==> config.mk <==
export PLATFORM = sky130hd
export DESIGN_NAME = piso_tx
export DESIGN_NICKNAME = d
export VERILOG_FILES = /design/src/rtl/stepper_pkg.sv /design/src/rtl/bit_timer.sv /design/src/rtl/piso_tx.sv
export SDC_FILE = /design/constraint.sdc
export NUM_CORES = 1
export LEC_CHECK = 0
export ABC_AREA = 1
export CORE_UTILIZATION = 35
export DETAILED_ROUTE_END_ITERATION = 7
export PLACE_DENSITY_LB_ADDON = 0.12
export SKIP_LAST_GASP = 1
export SYNTH_ARGS = -nofsm -noshare
export SYNTH_HDL_FRONTEND = slang
export SYNTH_SLANG_ARGS = --single-unit
==> constraint.sdc <==
create_clock -name clk_in -period 3.1 [get_ports clk_in]
set_clock_uncertainty 0.1 [all_clocks]
set_input_delay 0.465 -clock clk_in [delete_from_list [all_inputs] [get_ports clk_in]]
set_output_delay 0.465 -clock clk_in [all_outputs]
set_load 0.005 [all_outputs]
==> src/rtl/stepper_pkg.sv <==
`default_nettype none
// ============================================================================
// Module      : stepper_pkg
// Description : Shared definitions for the parallel-in/serial-out transmitter.
//               Holds the frame FSM state encodings so that every file
//               decoding the state uses the same values.
// Revision    : 1.0 - initial release
// ============================================================================
package stepper_pkg;

  localparam int unsigned c_STATE_W = 2;

  typedef logic [c_STATE_W-1:0] state_t;

  // Frame FSM encodings
  localparam logic [1:0] c_ST_IDLE  = 2'd0;  // waiting for a word
  localparam logic [1:0] c_ST_SHIFT = 2'd1;  // bits on the line
  localparam logic [1:0] c_ST_GUARD = 2'd2;  // one-cycle end-of-frame gap

endpackage : stepper_pkg
`default_nettype wire

==> src/rtl/bit_timer.sv <==
`default_nettype none
// ============================================================================
// Module      : bit_timer
// Description : Bit-period timer. While run is high it counts CLK_DIV clock
//               cycles per serial bit. phase is low for the first half of the
//               bit and high for the second half; bit_end marks the final
//               cycle of each bit. While run is low the counter is held at 0
//               so the first cycle of run is always the first cycle of a bit.
// Ports       : clk_in  - system clock
//               rst_in  - synchronous active-high reset
//               run     - count enable (high while a frame is shifting)
//               phase   - 0 in first half of bit, 1 in second half
//               bit_end - high in the last cycle of each bit
// Revision    : 1.0 - initial release
// ============================================================================
module bit_timer #(
  parameter int CLK_DIV = 4
) (
  input  logic clk_in,
  input  logic rst_in,
  input  logic run,
  output logic phase,
  output logic bit_end
);

  localparam int                 c_DIV_W = (CLK_DIV > 1) ? $clog2(CLK_DIV) : 1;
  localparam logic [c_DIV_W-1:0] c_HALF  = c_DIV_W'(CLK_DIV / 2);
  localparam logic [c_DIV_W-1:0] c_LAST  = c_DIV_W'(CLK_DIV - 1);
  localparam logic [c_DIV_W-1:0] c_ONE   = c_DIV_W'(1);

  logic [c_DIV_W-1:0] r_div;

  always_ff @(posedge clk_in) begin
    if (rst_in) begin
      r_div <= '0;
    end else if (!run) begin
      r_div <= '0;
    end else if (r_div == c_LAST) begin
      r_div <= '0;
    end else begin
      r_div <= r_div + c_ONE;
    end
  end

  assign phase   = run && (r_div >= c_HALF);
  assign bit_end = run && (r_div == c_LAST);

endmodule : bit_timer
`default_nettype wire

==> src/rtl/piso_tx.sv <==
`default_nettype none
// ============================================================================
// Module      : piso_tx
// Description : Parallel-in/serial-out transmitter. Accepts a SIZE-bit word
//               with a valid/ready handshake and shifts it out MSB first with
//               a generated bit clock (CLK_DIV system clocks per bit) and a
//               frame enable. A one-cycle GUARD state after the last bit
//               carries the done pulse.
// Ports       : clk_in    - system clock
//               rst_in    - synchronous active-high reset
//               data_in   - parallel word to transmit
//               valid_in  - data_in is valid
//               ready_out - block can accept a word
//               data_out  - serial data, MSB first
//               sclk_out  - serial bit clock (receiver samples on rise)
//               en_out    - high while bits are on the line
//               done_out  - one-cycle end-of-frame pulse
// Revision    : 1.0 - initial release
// ============================================================================
module piso_tx
  import stepper_pkg::*;
#(
  parameter int SIZE    = 8,
  parameter int CLK_DIV = 4
) (
  input  logic            clk_in,
  input  logic            rst_in,
  input  logic [SIZE-1:0] data_in,
  input  logic            valid_in,
  output logic            ready_out,
  output logic            data_out,
  output logic            sclk_out,
  output logic            en_out,
  output logic            done_out
);

  localparam int               c_BIT_W    = $clog2(SIZE + 1);
  localparam logic [c_BIT_W-1:0] c_LAST_BIT = c_BIT_W'(SIZE - 1);
  localparam logic [c_BIT_W-1:0] c_BIT_ONE  = c_BIT_W'(1);

  state_t              r_state;
  logic [SIZE-1:0]     r_shift;
  logic [c_BIT_W-1:0]  r_bit;

  logic                w_run;
  logic                w_phase;
  logic                w_bit_end;

  assign w_run = (r_state == c_ST_SHIFT);

  bit_timer #(
    .CLK_DIV (CLK_DIV)
  ) u_bit_timer (
    .clk_in  (clk_in),
    .rst_in  (rst_in),
    .run     (w_run),
    .phase   (w_phase),
    .bit_end (w_bit_end)
  );

  always_ff @(posedge clk_in) begin
    if (rst_in) begin
      r_state <= c_ST_IDLE;
      r_shift <= '0;
      r_bit   <= '0;
    end else begin
      case (r_state)
        c_ST_IDLE: begin
          // ready_out is simply "in IDLE and not in reset", so valid_in alone
          // completes the handshake here.
          if (valid_in) begin
            r_shift <= data_in;
            r_bit   <= '0;
            r_state <= c_ST_SHIFT;
          end
        end
        c_ST_SHIFT: begin
          if (w_bit_end) begin
            // The next bit is presented at the MSB so data_out only moves at
            // the start of a bit, half a period ahead of the sclk rise.
            r_shift <= {r_shift[SIZE-2:0], 1'b0};
            if (r_bit == c_LAST_BIT) begin
              r_bit   <= '0;
              r_state <= c_ST_GUARD;
            end else begin
              r_bit   <= r_bit + c_BIT_ONE;
            end
          end
        end
        c_ST_GUARD: begin
          r_state <= c_ST_IDLE;
        end
        default: begin
          r_state <= c_ST_IDLE;
        end
      endcase
    end
  end

  // All line outputs decode from registered state, so a reset edge clears
  // them in the very next cycle and a mid-frame abort never reaches GUARD.
  assign ready_out = (r_state == c_ST_IDLE) && !rst_in;
  assign en_out    = w_run;
  assign sclk_out  = w_run && w_phase;
  assign data_out  = w_run && r_shift[SIZE-1];
  assign done_out  = (r_state == c_ST_GUARD);

endmodule : piso_tx
`default_nettype wire

# [Word level (Yosys, flattened, before mapping)]
# Cells that the tools add are included.
[word_totals] in_bits=11 register_bits=16
[classes] magnitude_cmp=1 n_addsub=2 muxes=11 eq_ne=7 n_reduce_logical=11 n_bitwise=1
[ops] cell="8-bit two-way mux" n=2
[ops] cell="8-bit one-hot mux with 2 select lines" n=1
[ops] cell="4-bit two-way mux" n=3
[ops] cell="4-bit one-hot mux with 2 select lines" n=1
[ops] cell="2-bit two-way mux" n=3
[ops] cell="2-bit inequality test (second input constant)" n=3
[ops] cell="3-bit AND reduction" n=2
[ops] cell="1-bit logical AND" n=5
[ops] cell="4-bit by 1-bit adder with 4-bit output (second input constant)" n=1
[ops] cell="2-bit equality test (second input constant)" n=2
[ops] cell="4-bit by 3-bit equality test with 1-bit output (second input constant)" n=1
[ops] cell="2-bit one-hot mux with 2 select lines" n=1
[ops] cell="3-bit OR reduction" n=1
[ops] cell="2-bit by 1-bit adder with 2-bit output (second input constant)" n=1
[ops] cell="2-bit by 1-bit equality test with 1-bit output (second input constant)" n=1
[ops] cell="2-bit >= comparator (second input constant)" n=1
[ops] cell="2-bit zero test" n=1
[ops] cell="2-bit nonzero test" n=1
[ops] cell="1-bit zero test" n=1
[ops] cell="1-bit NOT" n=1

# [Logic depth before layout (Yosys ltp)]
[depth] ltp_word=4 ltp_mapped=7 ltp_nobuf=7

# [Cells and area by module]
# From an unflattened synthesis, not the netlist that was laid out.
[hier_totals] hier_cells=125 hier_area_um2=819.5
[by_module_without_submodules] mod="piso_tx" seq_area_each_um2=280.3 area_per_inst_um2=715.7 instances=1 cells_per_inst=112
[by_module_without_submodules] mod="bit_timer" seq_area_each_um2=40.0 area_per_inst_um2=103.8 instances=1 cells_per_inst=13

# [Worst setup path before layout]
# No wires, ideal clock.
[synth_timing] path_type="input to output" start="in rst_in" end="out ready_out" arrival_ns=0.825 path_slack_ns=1.710 t_required_ns=2.535 cell_stages=2 n_path_buf=1 path_cell_list="clkbuf_1 > nor2_1"
[synth_between] elab_chain_cells=2
[synth_lines] item="from (decl)" line_no="piso_tx.sv:27" text="input logic rst_in,"
[synth_lines] item="1-bit zero test" line_no="piso_tx.sv:102" text="assign ready_out = (r_state == c_ST_IDLE) && !rst_in;"
[synth_lines] item="1-bit logical AND" line_no="piso_tx.sv:102"
[synth_lines] item="to (decl)" line_no="piso_tx.sv:30" text="output logic ready_out,"
# No other way between the ends.

# [Worst setup path after layout]
# Ends and elaborated chain as after synthesis.

==> results.toml <==
[route]
routed.top_layer = "met4"
met2_length_um = 767
wl_met3_um = 54
drc = 0
vias_per_cell = 4.681
wl_per_cell_um = 10.06
drtIter0Drc = 7
final_antenna_net_count = 0
wl_um = 1640
firstDrtPassIters = 4
drt-met1-wl_um = 806
vias = 763

[die]
dieHeight_um = 50.02
fp.coreArea_um2 = 2191
io_pins = 16
fp-row-count = 17
fp.dieW_um = 50.02
start_util = 0.3684
die-area_um2 = 2502

[cells_and_area]
nNetsFinal = 151
drive_above_1_share = 0.1037
fillers = 245
n_antenna_cell = 0
syn_to_final_growth_pct = 23.41

[place]
detailedPlacementHpwl_um = 1168
gp_congestion = 0.6629
port_buffers = 15

[global_route]
overflow = 0
grt_max_degree = 14
grt_pass1_vias = 707
grt_pass1_wl_um = 2939
antenna_found_initial = 0
grt_usage = 0.1540

[clocking]
cts_max_level = 1
clock_latency_ns = 0.28
cts-root-buf = "clkbuf_4"
cts_resized = 0
clk_path_buf_depth = 2
cts_buffers = 3
cts_num_sinks = 16
postCtsSetupRepairBufs = 0
clk_pin_slew_ns = 0.09
cts_tree = "built"
ctsHoldBuffers = 0

[setup_path]
cp-start-kind = "input pin"
critPathKind = "input pin to output pin"
required_ns = 2.53
cp.arrival_ns = 1.73
worstPathMaxFanout = 9
end_kind = "output pin"

[run]
maxCapViolCount = 0

[logic_synthesis]
yosysSeqAreaShare = 0.3969
netlist_top_cells_count = "nand2_1 (35), nor2_1 (22), dfxtp_1 (16), inv_1 (8), o21ai_1 (6)"
synth-edff-count = 0
ys_ff_latch = 16
synthTopCellsByArea = "dfxtp_1 (40%), nand2_1 (16%), nor2_1 (10%), ha_1 (4.7%), o21ai_1 (3.7%)"
yosysTopAreaCellShare = 0.3969
synth_nets = 133
async_flop_share = 0
synth_area_um2 = 807.0
synthCells = 119
ys.flop_type = "dfxtp_1"
yosysUniqueCellTypes = 18
syn_avg_cell_area_um2 = 6.782
synth_warnings = 0
synth_most_common_cell = "nand2_1"
synth_top_cell_by_area = "dfxtp_1"

[sta]
relSlewSlack = 0.7582
holdWs_ns = 0.3540
setup_tns_ns = 0
fin_crit_sh = 0.7401
drv_slew = 0
setup_viol = 0
finalCriticalPeriod_ns = 2.294
rsz0062_at_grt = "no"
hold_viol = 0
max_freq_ghz = 0.4359
worst_slew_pin_slew_ns = 0.3618

[power_and_ir_drop]
ir_drop_mv = 0.2350
leakage_nw = 0.4448
p_per_area_nw_per_um2 = 435.8

[run_status]
status = "finished, final reports clean"

[min_path]
hp-class = "register to register"
sequential cells by signal, indices dropped and copies added, names as in the netlist:
signal	flops
r_bit	4
r_state	2
u_bit_timer.r_div	2
r_shift	8
final timing paths:
kind | from | to | slack (ns) | depth (start not counted)
worst max-delay path | rst_in | ready_out | 0.81 | 3
worst min-delay path | u_bit_timer.r_div[0]$_SDFF_PP0_ | u_bit_timer.r_div[0]$_SDFF_PP0_ | 0.35 | 1
worst max register to register | u_bit_timer.r_div[0]$_SDFF_PP0_ | r_bit[0]$_SDFFE_PP0P_ | 1.48 | 7
worst min register to register | u_bit_timer.r_div[0]$_SDFF_PP0_ | u_bit_timer.r_div[0]$_SDFF_PP0_ | 0.35 | 1
area by class of cell:
| cell class | instances | area (um^2) | area share |
|---|---|---|---|
| clock buffers | 3 | 22.52 | 0.02261 |
| inverters | 10 | 37.54 | 0.03769 |
| multi-input cells | 90 | 422.9 | 0.4246 |
| flip-flops and latches | 16 | 320.3 | 0.3216 |
| well taps | 28 | 35.03 | 0.03518 |
| repair buffers | 16 | 157.7 | 0.1583 |
cell usage in the layout (no fill, tap or decap), drive strengths merged:
cell / netlist / layout
a21oi: 7 / 7
buf: 2 / 1
clkbuf: 1 / 3
clkdlybuf4s50: 0 / 15
dfxtp: 16 / 16
ha: 3 / 3
inv: 10 / 10
nand2: 39 / 39
nand3: 3 / 3
nand4: 4 / 4
nor2: 24 / 24
nor3: 2 / 2
nor4: 1 / 1
o21ai: 7 / 7
per-layer routing:
metal,up-vias,global-route usage
met5,-,0
met4,0,0.08571
met3,2,0.01852
met2,11,0.2511
met1,336,0.1936
li1,414,-
kinds of logic (layout without fill, tap and decap cells):
logic type      Yosys count  in the layout  synth area share
compound gates           14             14           0.09612
fa+ha+maj                 3              3           0.04652
buf+inv                  13             29           0.07907
flops                    16             16            0.3969
simple gates             73             73            0.3814
worst max-delay path, stage by stage:
cell,delay [ns]
clkdlybuf4s50_1,0.59
nor2_1,0.17
clkdlybuf4s50_1,0.51
where the power goes:
group	switching [mW]	internal [mW]	leakage [nW]
sequential	0.0102	0.221	0.132
clock	0.0635	0.0451	0.0138
combinational	0.0523	0.0416	0.299
through the flow:
stage,power (mW),instances,instance area [um^2],util,setup WS (ns)
finish,0.4340,163,996.0,0.4546,0.8057
global route,0.4624,163,996.0,0.4546,0.6957
CTS,0.4427,163,996.0,0.4546,0.7876
detailed placement,0.3316,160,973.4,0.4443,0.8066
global placement,0.3302,160,973.4,0.4443,0.8081
floorplan,0.3011,119,807.0,-,1.710
Power figures use the tool's default switching activity.
